<file path="config.mk">
export PLATFORM = sky130hd
export DESIGN_NAME = sync_filter_bank
export DESIGN_NICKNAME = d
export VERILOG_FILES = /design/src/rtl/sync_filter_bank.sv
export SDC_FILE = /design/constraint.sdc
export NUM_CORES = 1
export LEC_CHECK = 0
export BUFFER_PORTS_ARGS = -buffer_cell sky130_fd_sc_hd__buf_4
export CAP_MARGIN = 30
export CORE_ASPECT_RATIO = 0.8
export CORE_UTILIZATION = 46
export DETAILED_ROUTE_END_ITERATION = 16
export PLACE_DENSITY = 0.7
export RECOVER_POWER = 25
export SLEW_MARGIN = 30
export SYNTH_ARGS = -nofsm -noshare
export SYNTH_HDL_FRONTEND = slang
export SYNTH_SLANG_ARGS = --single-unit
</file>
<file path="constraint.sdc">
create_clock -name clk -period 2 [get_ports clk]
set_input_delay 0 -clock clk [delete_from_list [all_inputs] [get_ports clk]]
set_output_delay 0 -clock clk [all_outputs]
set_load 0.005 [all_outputs]
</file>
<file path="src/rtl/sync_filter_bank.sv">
// Multi-channel level synchroniser with per-channel stability filter and
// registered rise/fall event pulses for bringing foreign-domain status lines into clk.
module sync_filter_bank #(
    parameter int               WIDTH      = 4,
    parameter int               STAGES     = 2,
    parameter logic [WIDTH-1:0] RST_VAL    = '0,
    parameter int               FILTER_LEN = 4,
    localparam int              CNT_W      = (FILTER_LEN > 1) ? $clog2(FILTER_LEN) : 1
) (
    input  logic             clk,
    input  logic             rst_n,
    input  logic [WIDTH-1:0] async_in,
    input  logic             flt_en,
    output logic [WIDTH-1:0] sync_out,
    output logic [WIDTH-1:0] filt_out,
    output logic [WIDTH-1:0] rise,
    output logic [WIDTH-1:0] fall,
    output logic             any_evt
);

    localparam logic [CNT_W-1:0] CNT_MAX = CNT_W'(FILTER_LEN - 1);

    logic [WIDTH-1:0] chain_q [STAGES];
    logic [CNT_W-1:0] cnt_q   [WIDTH];
    logic [CNT_W-1:0] cnt_d   [WIDTH];
    logic [WIDTH-1:0] filt_q, filt_d;
    logic [WIDTH-1:0] rise_q, rise_d;
    logic [WIDTH-1:0] fall_q, fall_d;
    logic             evt_q, evt_d;

    // Pure flop chain: any logic between stages would defeat metastability settling.
    // NOTE: every chain flop is reset to RST_VAL so the filter never sees a spurious edge at release.
    always_ff @(posedge clk or negedge rst_n) begin
        if (!rst_n) begin
            for (int s = 0; s < STAGES; s++) chain_q[s] <= RST_VAL;
        end else begin
            chain_q[0] <= async_in;
            for (int s = 1; s < STAGES; s++) chain_q[s] <= chain_q[s-1];
        end
    end

    assign sync_out = chain_q[STAGES-1];

    // NOTE: all defaults are assigned first so no path through this block leaves a latch.
    always_comb begin
        filt_d = filt_q;
        for (int i = 0; i < WIDTH; i++) cnt_d[i] = '0;
        if (!flt_en) begin
            filt_d = sync_out;
        end else begin
            for (int i = 0; i < WIDTH; i++) begin
                if (sync_out[i] != filt_q[i]) begin
                    if (cnt_q[i] == CNT_MAX) filt_d[i] = sync_out[i];
                    else                     cnt_d[i]  = cnt_q[i] + 1'b1;
                end
            end
        end
        rise_d = filt_d & ~filt_q;
        fall_d = ~filt_d & filt_q;
        evt_d  = |(rise_d | fall_d);
    end

    always_ff @(posedge clk or negedge rst_n) begin
        if (!rst_n) begin
            for (int i = 0; i < WIDTH; i++) cnt_q[i] <= '0;
            filt_q <= RST_VAL;
            rise_q <= '0;
            fall_q <= '0;
            evt_q  <= 1'b0;
        end else begin
            for (int i = 0; i < WIDTH; i++) cnt_q[i] <= cnt_d[i];
            filt_q <= filt_d;
            rise_q <= rise_d;
            fall_q <= fall_d;
            evt_q  <= evt_d;
        end
    end

    assign filt_out = filt_q;
    assign rise     = rise_q;
    assign fall     = fall_q;
    assign any_evt  = evt_q;

endmodule

</file>
==> impl_metrics.prom, run 1 <==
# TYPE chip_impl_metric gauge
chip_impl_info{name="critical-path-slowest-cell",value="dfrtp_1"} 1
chip_impl_info{name="r2r_end",value="any_evt$_DFF_PN0_"} 1
chip_impl_metric{name="cts_resized",unit=""} 0
chip_impl_metric{name="drtIter0Drc",unit=""} 1
chip_impl_metric{name="setup_total_negative_slack",unit="ns"} 0
chip_impl_info{name="hold_path_class",value="flop to flop"} 1
chip_impl_metric{name="total_routing_resource_utilization_after_global_routing",unit="%"} 14.95
chip_impl_metric{name="number_of_antenna_violations_at_the_first_check_in_global_routing",unit=""} 0
chip_impl_metric{name="clkTransAtPathRegs",unit="ns"} 0.09
chip_impl_metric{name="synth_top_area_share",unit="%"} 62.17
chip_impl_info{name="synth_top_cells_by_count",value="29 x dfrtp_1, 12 x ha_1, 4 x buf_4, 4 x inv_1, 4 x mux2i_1"} 1
chip_impl_metric{name="finalHoldViolations",unit=""} 0
chip_impl_metric{name="place.detailed.hpwl",unit="um"} 1147
chip_impl_metric{name="drv.max_cap_violation_count",unit=""} 0
chip_impl_metric{name="final-setup-viol-count",unit=""} 0
chip_impl_metric{name="timing.hold.worst_path_depth",unit=""} 0
chip_impl_metric{name="floorplan.initialDensity",unit="%"} 51.40
chip_impl_metric{name="place.gp.congestion",unit=""} 0.7372
chip_impl_info{name="synth.most_common_cell",value="dfrtp_1"} 1
chip_impl_metric{name="core_area",unit="sq um"} 2271
chip_impl_metric{name="synth.lib_cells_used.distinct",unit=""} 19
chip_impl_info{name="timing.setup.critical_path_class",value="flop to flop"} 1
chip_impl_metric{name="power.density_cell_area",unit="nW/um^2"} 798.2
chip_impl_info{name="run_status",value="finished, final reports clean"} 1
chip_impl_metric{name="register_area_share_after_synthesis",unit="%"} 62.17
chip_impl_metric{name="grt_pass1_wl",unit="um"} 2718
chip_impl_metric{name="timing.clock.skew",unit="ns"} 0.01310
chip_impl_metric{name="yosysWarningCount",unit=""} 0
chip_impl_metric{name="fmax",unit="GHz"} 0.6378
chip_impl_metric{name="drt_pre_antenna_iters",unit=""} 2
chip_impl_metric{name="syn2layout_area_growth",unit="%"} 25.08
chip_impl_metric{name="cts-buffers-inserted",unit=""} 5
chip_impl_info{name="cp-start-kind",value="flop"} 1
chip_impl_info{name="commonest_register_cell_after_synthesis",value="dfrtp_1"} 1
chip_impl_metric{name="htree_levels",unit=""} 2
chip_impl_metric{name="first_global_vias",unit=""} 638
chip_impl_info{name="cpMostUsedCell",value="ha_1"} 1
chip_impl_metric{name="fillCellCount",unit=""} 177
chip_impl_info{name="critical-path-top-delay-family",value="adder cells"} 1
chip_impl_metric{name="design.portCount",unit=""} 24
chip_impl_metric{name="p_leak",unit="nW"} 0.7750
chip_impl_metric{name="synth-edff-count",unit=""} 0
chip_impl_metric{name="worst_pin_slew",unit="ns"} 1.476
chip_impl_metric{name="r2r_cells",unit=""} 5
chip_impl_metric{name="grt_overflow",unit=""} 0
chip_impl_metric{name="final_min_period_over_clock_period",unit="%"} 78.39
chip_impl_metric{name="maximum_vdd_drop",unit="mV"} 0.4540
chip_impl_info{name="worstSetupEndpointType",value="flop"} 1
chip_impl_metric{name="syn-mean-instance-area",unit="sq um"} 15.56
chip_impl_info{name="worst_hold_startpoint",value="chain_q[7]$_DFF_PN0_"} 1
chip_impl_metric{name="final_layout_size_suffix_gt1_share",unit="%"} 34.26
chip_impl_metric{name="grt_start_max_net_pins",unit=""} 30
chip_impl_metric{name="placement.io_buffers",unit=""} 23
chip_impl_metric{name="post_drt_wl_per_cell",unit="um"} 11.71
chip_impl_metric{name="crit_required",unit="ns"} 2.21
chip_impl_metric{name="worst_skew_pair.late_latency",unit="ns"} 0.32
chip_impl_info{name="cts_tree",value="done"} 1
chip_impl_metric{name="final_max_slew_viol_count",unit=""} 0
chip_impl_metric{name="vias_per_cell",unit=""} 4.479
chip_impl_metric{name="clock-sinks",unit=""} 29
chip_impl_info{name="unrepaired_setup_endpoints_after_global_routing",value="false"} 1
chip_impl_metric{name="antenna_cells_inserted",unit=""} 0
chip_impl_metric{name="placement_rows",unit=""} 15
chip_impl_metric{name="synthArstFlopShare",unit="%"} 100.0
chip_impl_info{name="timing.rr.start",value="cnt_q[0]$_DFF_PN0_"} 1
chip_impl_metric{name="die_area",unit="sq um"} 2745
chip_impl_metric{name="timing.reg2reg.setup_slack",unit="ns"} 0.43
chip_impl_metric{name="timing.critical_path.buf_inv",unit=""} 0
chip_impl_info{name="hold_end",value="sync_out[3]$_DFF_PN0_"} 1
chip_impl_metric{name="timing.critical_path.fanout_max",unit=""} 3
chip_impl_metric{name="total_wirelength",unit="um"} 1663
chip_impl_metric{name="synth.cell_area",unit="sq um"} 1167
chip_impl_metric{name="final_nets",unit=""} 126
chip_impl_metric{name="die_height",unit="um"} 47.06
chip_impl_metric{name="synthCells",unit=""} 75
chip_impl_info{name="synthTopCellsByArea",value="dfrtp_1 62%, ha_1 13%, nor2b_4 3.5%"} 1
chip_impl_metric{name="drc",unit=""} 0
chip_impl_metric{name="total_number_of_vias",unit=""} 636
chip_impl_info{name="netlist.top_cell.by_area",value="dfrtp_1"} 1
chip_impl_metric{name="timing.critical_path.arrival",unit="ns"} 1.78
chip_impl_metric{name="max-slew-margin-rel",unit="%"} 1.610
chip_impl_metric{name="period_minus_slack",unit="ns"} 1.568
chip_impl_metric{name="die_w",unit="um"} 58.32
chip_impl_info{name="clockRootBuffer",value="clkbuf_4"} 1
chip_impl_metric{name="postSynthNetCount",unit=""} 94
chip_impl_info{name="worstPathCellList",value="ha_1 > nand2b_2 > mux2_4 > ha_1 > nand4_1"} 1
chip_impl_metric{name="ant_nets",unit=""} 0
chip_impl_metric{name="cts_max_path_buffers",unit=""} 2
chip_impl_metric{name="synth-seq-cells",unit=""} 29
chip_impl_metric{name="design_power_total",unit="mW"} 1.166
chip_impl_metric{name="critical-path-max-stage-delay",unit="ns"} 0.39
==> cell usage in the layout, fill, tap and decap left out, drive strengths merged <==
cell type / instances
dfrtp: 29
buf: 18
ha: 12
clkbuf: 11
dlygate4sd3: 6
mux2i: 4
inv: 4
mux2: 4
nor2b: 3
xor2: 3
and3: 3
and3b: 2
clkinv: 2
nor3b: 2
nand2b: 1
xnor2: 1
nand4: 1
nand2: 1
nor2: 1
==> power by group <==
part | total (mW) | switching, mW | internal (mW)
clock network | 0.325 | 0.191 | 0.134
logic | 0.171 | 0.0697 | 0.101
registers | 0.670 | 0.0331 | 0.637
total | 1.17 | 0.294 | 0.872
==> kinds of logic (layout without fill, tap and decap cells) <==
kind of cell | count (synthesis) | in the layout | synth area share (%)
muxes | 8 | 8 | 7.609
adders and majority gates | 12 | 12 | 12.86
xor gates and xnor gates | 4 | 4 | 3.002
buffers and inverters | 8 | 41 | 3.858
and+or+nand+nor | 14 | 14 | 10.50
DFF | 29 | 29 | 62.17
==> routing by layer <==
layer	up-vias	GRT usage (%)	share of wire (%)
met5	-	0	0
met4	0	12.86	2.6
met3	5	5.785	4.2
met2	17	24.14	47
met1	304	16.04	47
li1	310	-	-
==> state kept, by name, summed over array words and instances, names as in the netlist <==
name / flops
filt_out: 4
rise: 4
sync_out: 4
cnt_q: 8
fall: 4
chain_q: 4
any_evt: 1
==> per-stage QoR <==
| step | cell area, sq um | hold WS (ns) | worst slack (ns) | utilization (%) | instances |
|---|---|---|---|---|---|
| 6_report | 1460 | 0.3418 | 0.4322 | 64.30 | 142 |
| 3_3_place_gp | 1353 | -0.06127 | 0.4300 | 59.56 | 128 |
| 5_1_grt | 1460 | 0.3326 | 0.2259 | 64.30 | 142 |
| 3_5_place_dp | 1353 | -0.05748 | 0.4176 | 59.56 | 128 |
| 4_1_cts | 1464 | 0.1285 | 0.4118 | 64.46 | 142 |
| 2_1_floorplan | 1167 | -0.2956 | 0.4655 | - | 75 |
==> cell type report <==
| cell class | instances | area (sq um) | area share, % |
|---|---|---|---|
| multi-input combinational | 38 | 396.6 | 27.16 |
| timing repair buffer | 29 | 229.0 | 15.68 |
| inverter | 4 | 15.01 | 1.028 |
| clock buffer | 6 | 41.29 | 2.828 |
| tap | 34 | 42.54 | 2.913 |
| clock inverter | 2 | 10.01 | 0.6855 |
| sequential | 29 | 725.7 | 49.70 |
==> repair_timing <==
item,4_1_cts,5_1_grt
hold buffers,6,0
endpoints found under the hold margin,34,0
endpoints found under the setup margin,0,0
setup buffers,0,0
==> worst max path at each step <==
| stage | cells after the start | to | startpoint | slack, ns |
|---|---|---|---|---|
| after CTS | 5 | any_evt$_DFF_PN0_ | cnt_q[0]$_DFF_PN0_ | 0.41 |
| after detailed placement | 5 | any_evt$_DFF_PN0_ | cnt_q[6]$_DFF_PN0_ | 0.42 |
| after floorplan | 5 | any_evt$_DFF_PN0_ | cnt_q[6]$_DFF_PN0_ | 0.47 |
| final | 5 | any_evt$_DFF_PN0_ | cnt_q[0]$_DFF_PN0_ | 0.43 |
| after global placement | 5 | any_evt$_DFF_PN0_ | cnt_q[6]$_DFF_PN0_ | 0.43 |
| after global routing | 2 | chain_q[4]$_DFF_PN0_ | rst_n | 0.23 |
Note: power is estimated with default switching activity, not from simulation.
==> run 2, diff against run 1 <==
==> constraint.sdc (replaced) <==
create_clock -name clk -period 1.6 [get_ports clk]
set_input_delay 0 -clock clk [delete_from_list [all_inputs] [get_ports clk]]
set_output_delay 0 -clock clk [all_outputs]
set_load 0.005 [all_outputs]
==> run 2 against run 1 <==
Effect of this change: clock skew fell by 0.0050 ns; flip-flop and latch count did not move; worst hold slack got worse by 0.083 ns; sequential power rose by 25%; highest routed layer unchanged; global-route usage rose by 0.61 points; routed wire length rose by 4.6%.
==> impl_metrics.prom, run 2 (synthesis results as in run 1) <==
# TYPE chip_impl_metric gauge
chip_impl_metric{name="drtIter0Drc",unit=""} 7
chip_impl_metric{name="cts-buffers-inserted",unit=""} 5
chip_impl_metric{name="place.detailed.hpwl",unit="um"} 1127
chip_impl_info{name="worstPathCellList",value="ha_1 > nor2b_4 > mux2_4 > ha_1 > nand4_1"} 1
chip_impl_info{name="r2r_end",value="any_evt$_DFF_PN0_"} 1
chip_impl_info{name="cpMostUsedCell",value="ha_1"} 1
chip_impl_info{name="cp-startpoint",value="cnt_q[6]$_DFF_PN0_"} 1
chip_impl_metric{name="drc",unit=""} 0
chip_impl_metric{name="antenna_cells_inserted",unit=""} 0
chip_impl_metric{name="placement_rows",unit=""} 15
chip_impl_info{name="timing.setup.critical_path_class",value="flop to flop"} 1
chip_impl_metric{name="total_number_of_vias",unit=""} 661
chip_impl_metric{name="post_drt_wl_per_cell",unit="um"} 11.84
chip_impl_metric{name="timing.critical_path.fanout_max",unit=""} 3
chip_impl_metric{name="grt_pass1_wl",unit="um"} 2808
chip_impl_metric{name="ant_nets",unit=""} 0
chip_impl_metric{name="cts_max_path_buffers",unit=""} 2
chip_impl_metric{name="drt_pre_antenna_iters",unit=""} 3
chip_impl_metric{name="switching_share",unit="%"} 24.28
chip_impl_metric{name="largest_register_ff_count",unit=""} 8
chip_impl_metric{name="maximum_vdd_drop",unit="mV"} 0.5667
chip_impl_info{name="destination_of_the_critical_timing_path",value="any_evt$_DFF_PN0_"} 1
chip_impl_info{name="run_status",value="finished, final reports clean"} 1
chip_impl_metric{name="max-slew-margin-rel",unit="%"} 53.26
chip_impl_metric{name="final-setup-viol-count",unit=""} 0
chip_impl_metric{name="multi_input_comb_area",unit="sq um"} 422.9
chip_impl_metric{name="timing.clock.skew",unit="ns"} 0.008140
chip_impl_metric{name="vias_per_cell",unit=""} 4.497
chip_impl_metric{name="final_min_period_over_clock_period",unit="%"} 96.15
chip_impl_metric{name="post-place-cells",unit=""} 131
chip_impl_metric{name="grt_start_max_net_pins",unit=""} 30
chip_impl_info{name="most_common_library_cell_in_the_layout_ignoring_fill_and_taps",value="dfrtp_1"} 1
chip_impl_info{name="hold_path_class",value="input pin to async pin"} 1
chip_impl_metric{name="core_area",unit="sq um"} 2271
chip_impl_metric{name="worst_skew_pair.late_latency",unit="ns"} 0.32
chip_impl_metric{name="period_minus_slack",unit="ns"} 1.538
chip_impl_metric{name="grt_overflow",unit=""} 0
chip_impl_info{name="cts_tree",value="done"} 1
chip_impl_metric{name="htree_levels",unit=""} 2
chip_impl_info{name="timing.rr.start",value="cnt_q[6]$_DFF_PN0_"} 1
chip_impl_metric{name="total_wirelength",unit="um"} 1740
chip_impl_metric{name="r2r_cells",unit=""} 5
chip_impl_metric{name="clkTransAtPathRegs",unit="ns"} 0.09
chip_impl_metric{name="number_of_antenna_violations_at_the_first_check_in_global_routing",unit=""} 0
chip_impl_info{name="worstSetupEndpointType",value="flop"} 1
chip_impl_info{name="mostFrequentLayoutCells",value="29 x dfrtp_1, 24 x buf_4, 9 x ha_1, 9 x clkbuf_4, 6 x dlygate4sd3_1"} 1
chip_impl_metric{name="timing.critical_path.arrival",unit="ns"} 1.74
chip_impl_metric{name="critical-path-max-stage-delay",unit="ns"} 0.39
chip_impl_metric{name="timing.critical_path.buf_inv",unit=""} 0
chip_impl_metric{name="p_int",unit="mW"} 1.151
chip_impl_metric{name="die_area",unit="sq um"} 2745
chip_impl_metric{name="finalHoldViolations",unit=""} 0
chip_impl_metric{name="drv.max_cap_violation_count",unit=""} 0
chip_impl_metric{name="timing.reg2reg.setup_slack",unit="ns"} 0.06
chip_impl_metric{name="first_global_vias",unit=""} 639
chip_impl_metric{name="final_layout_size_suffix_gt1_share",unit="%"} 43.36
chip_impl_metric{name="instances_no_fill",unit=""} 147
chip_impl_metric{name="die_height",unit="um"} 47.06
chip_impl_metric{name="power.density_cell_area",unit="nW/um^2"} 989.5
chip_impl_metric{name="worst_hold_slack",unit="ns"} 0.2583
chip_impl_metric{name="final_max_slew_viol_count",unit=""} 0
chip_impl_metric{name="design.portCount",unit=""} 24
chip_impl_metric{name="fillCellCount",unit=""} 182
chip_impl_metric{name="syn2layout_area_growth",unit="%"} 31.62
chip_impl_metric{name="timing.critical_path.depth",unit=""} 5
chip_impl_metric{name="floorplan.initialDensity",unit="%"} 51.40
chip_impl_metric{name="p_leak",unit="nW"} 0.8071
chip_impl_metric{name="design_power_total",unit="mW"} 1.520
chip_impl_metric{name="fmax",unit="GHz"} 0.6500
chip_impl_metric{name="total_routing_resource_utilization_after_global_routing",unit="%"} 15.56
chip_impl_metric{name="place.gp.congestion",unit=""} 0.7369
chip_impl_metric{name="setup_total_negative_slack",unit="ns"} 0
chip_impl_info{name="cp-start-kind",value="flop"} 1
chip_impl_metric{name="worst_pin_slew",unit="ns"} 0.7010
chip_impl_metric{name="crit_required",unit="ns"} 1.81
chip_impl_metric{name="register_area",unit="sq um"} 725.7
chip_impl_metric{name="power.share.clock",unit="%"} 28.9
chip_impl_info{name="critical-path-top-delay-family",value="adder cells"} 1
chip_impl_info{name="critical-path-slowest-cell",value="dfrtp_1"} 1
chip_impl_metric{name="power_frac_comb",unit="%"} 15.9
chip_impl_metric{name="die_w",unit="um"} 58.32
chip_impl_metric{name="final_nets",unit=""} 132
chip_impl_info{name="clockRootBuffer",value="clkbuf_4"} 1
chip_impl_info{name="registers.top_by_ff_count",value="cnt_q"} 1
chip_impl_metric{name="power.switching",unit="uW"} 369.1
chip_impl_metric{name="power_frac_seq",unit="%"} 55.2
chip_impl_metric{name="clock-sinks",unit=""} 29
chip_impl_metric{name="placement.io_buffers",unit=""} 23
[run 2: cell count changes in the layout (fill, tap and decap cells not counted), moves of 2 or more]
cell / before / now
mux2_1: 3 / 0
clkinv_2: 2 / 0
buf_4: 18 / 24
mux2_2: 0 / 2
ha_1: 12 / 9
ha_2: 0 / 2
[run 2: worst min path at each step]
stage                     start                end  slack (ns)  depth (start not counted)
after global placement    rst_n  fall[3]$_DFF_PN0_       -0.06                          1
after floorplan           rst_n  any_evt$_DFF_PN0_       -0.30                          0
after detailed placement  rst_n  fall[3]$_DFF_PN0_       -0.06                          1
final                     rst_n  fall[2]$_DFF_PN0_        0.26                          2
after CTS                 rst_n  fall[3]$_DFF_PN0_        0.13                          2
after global routing      rst_n  fall[3]$_DFF_PN0_        0.30                          2
[run 2: final cells by class]
cell class	instances	area share, %
Clock buffer	7	3.583
Inverter	4	0.9772
Multi-Input combinational cell	38	27.52
Sequential cell	29	47.23
Tap cell	34	2.769
Timing Repair Buffer	35	17.92
[run 2: metal layers]
metal / GRT usage, % / up-vias / routed length (um)
met3: 8.264 / 4 / 91
met5: 0 / - / 0
li1: - / 321 / -
met1: 17.79 / 318 / 807
met4: 10.00 / 0 / 44
met2: 23.45 / 18 / 796
[run 2: power by group through the flow]
stage,logic [mW],clock network [mW],registers [mW]
final,0.242,0.439,0.839
after global routing,0.279,0.488,0.847
after CTS,0.230,0.459,0.839
after detailed placement,0.215,0,0.853
after global placement,0.209,0,0.851
after floorplan,0.100,0,0.850
[run 2: metrics by stage]
| step | util (%) | setup WS, ns | area [sq um] |
|---|---|---|---|
| final | 67.66 | 0.06162 | 1536 |
| after global routing | 67.66 | -0.01579 | 1536 |
| after CTS | 65.79 | 0.03146 | 1494 |
| after detailed placement | 60.55 | 0.007644 | 1375 |
| after global placement | 60.55 | 0.04311 | 1375 |
| after floorplan | - | 0.06546 | 1167 |
[run 2: repair_timing]
action,4_1_cts,5_1_grt
gates resized for setup,1,6
pin swaps,0,0
hold buffers,6,0
setup buffers,0,3
endpoints found under the hold margin,34,0
setup endpoints to repair,1,1
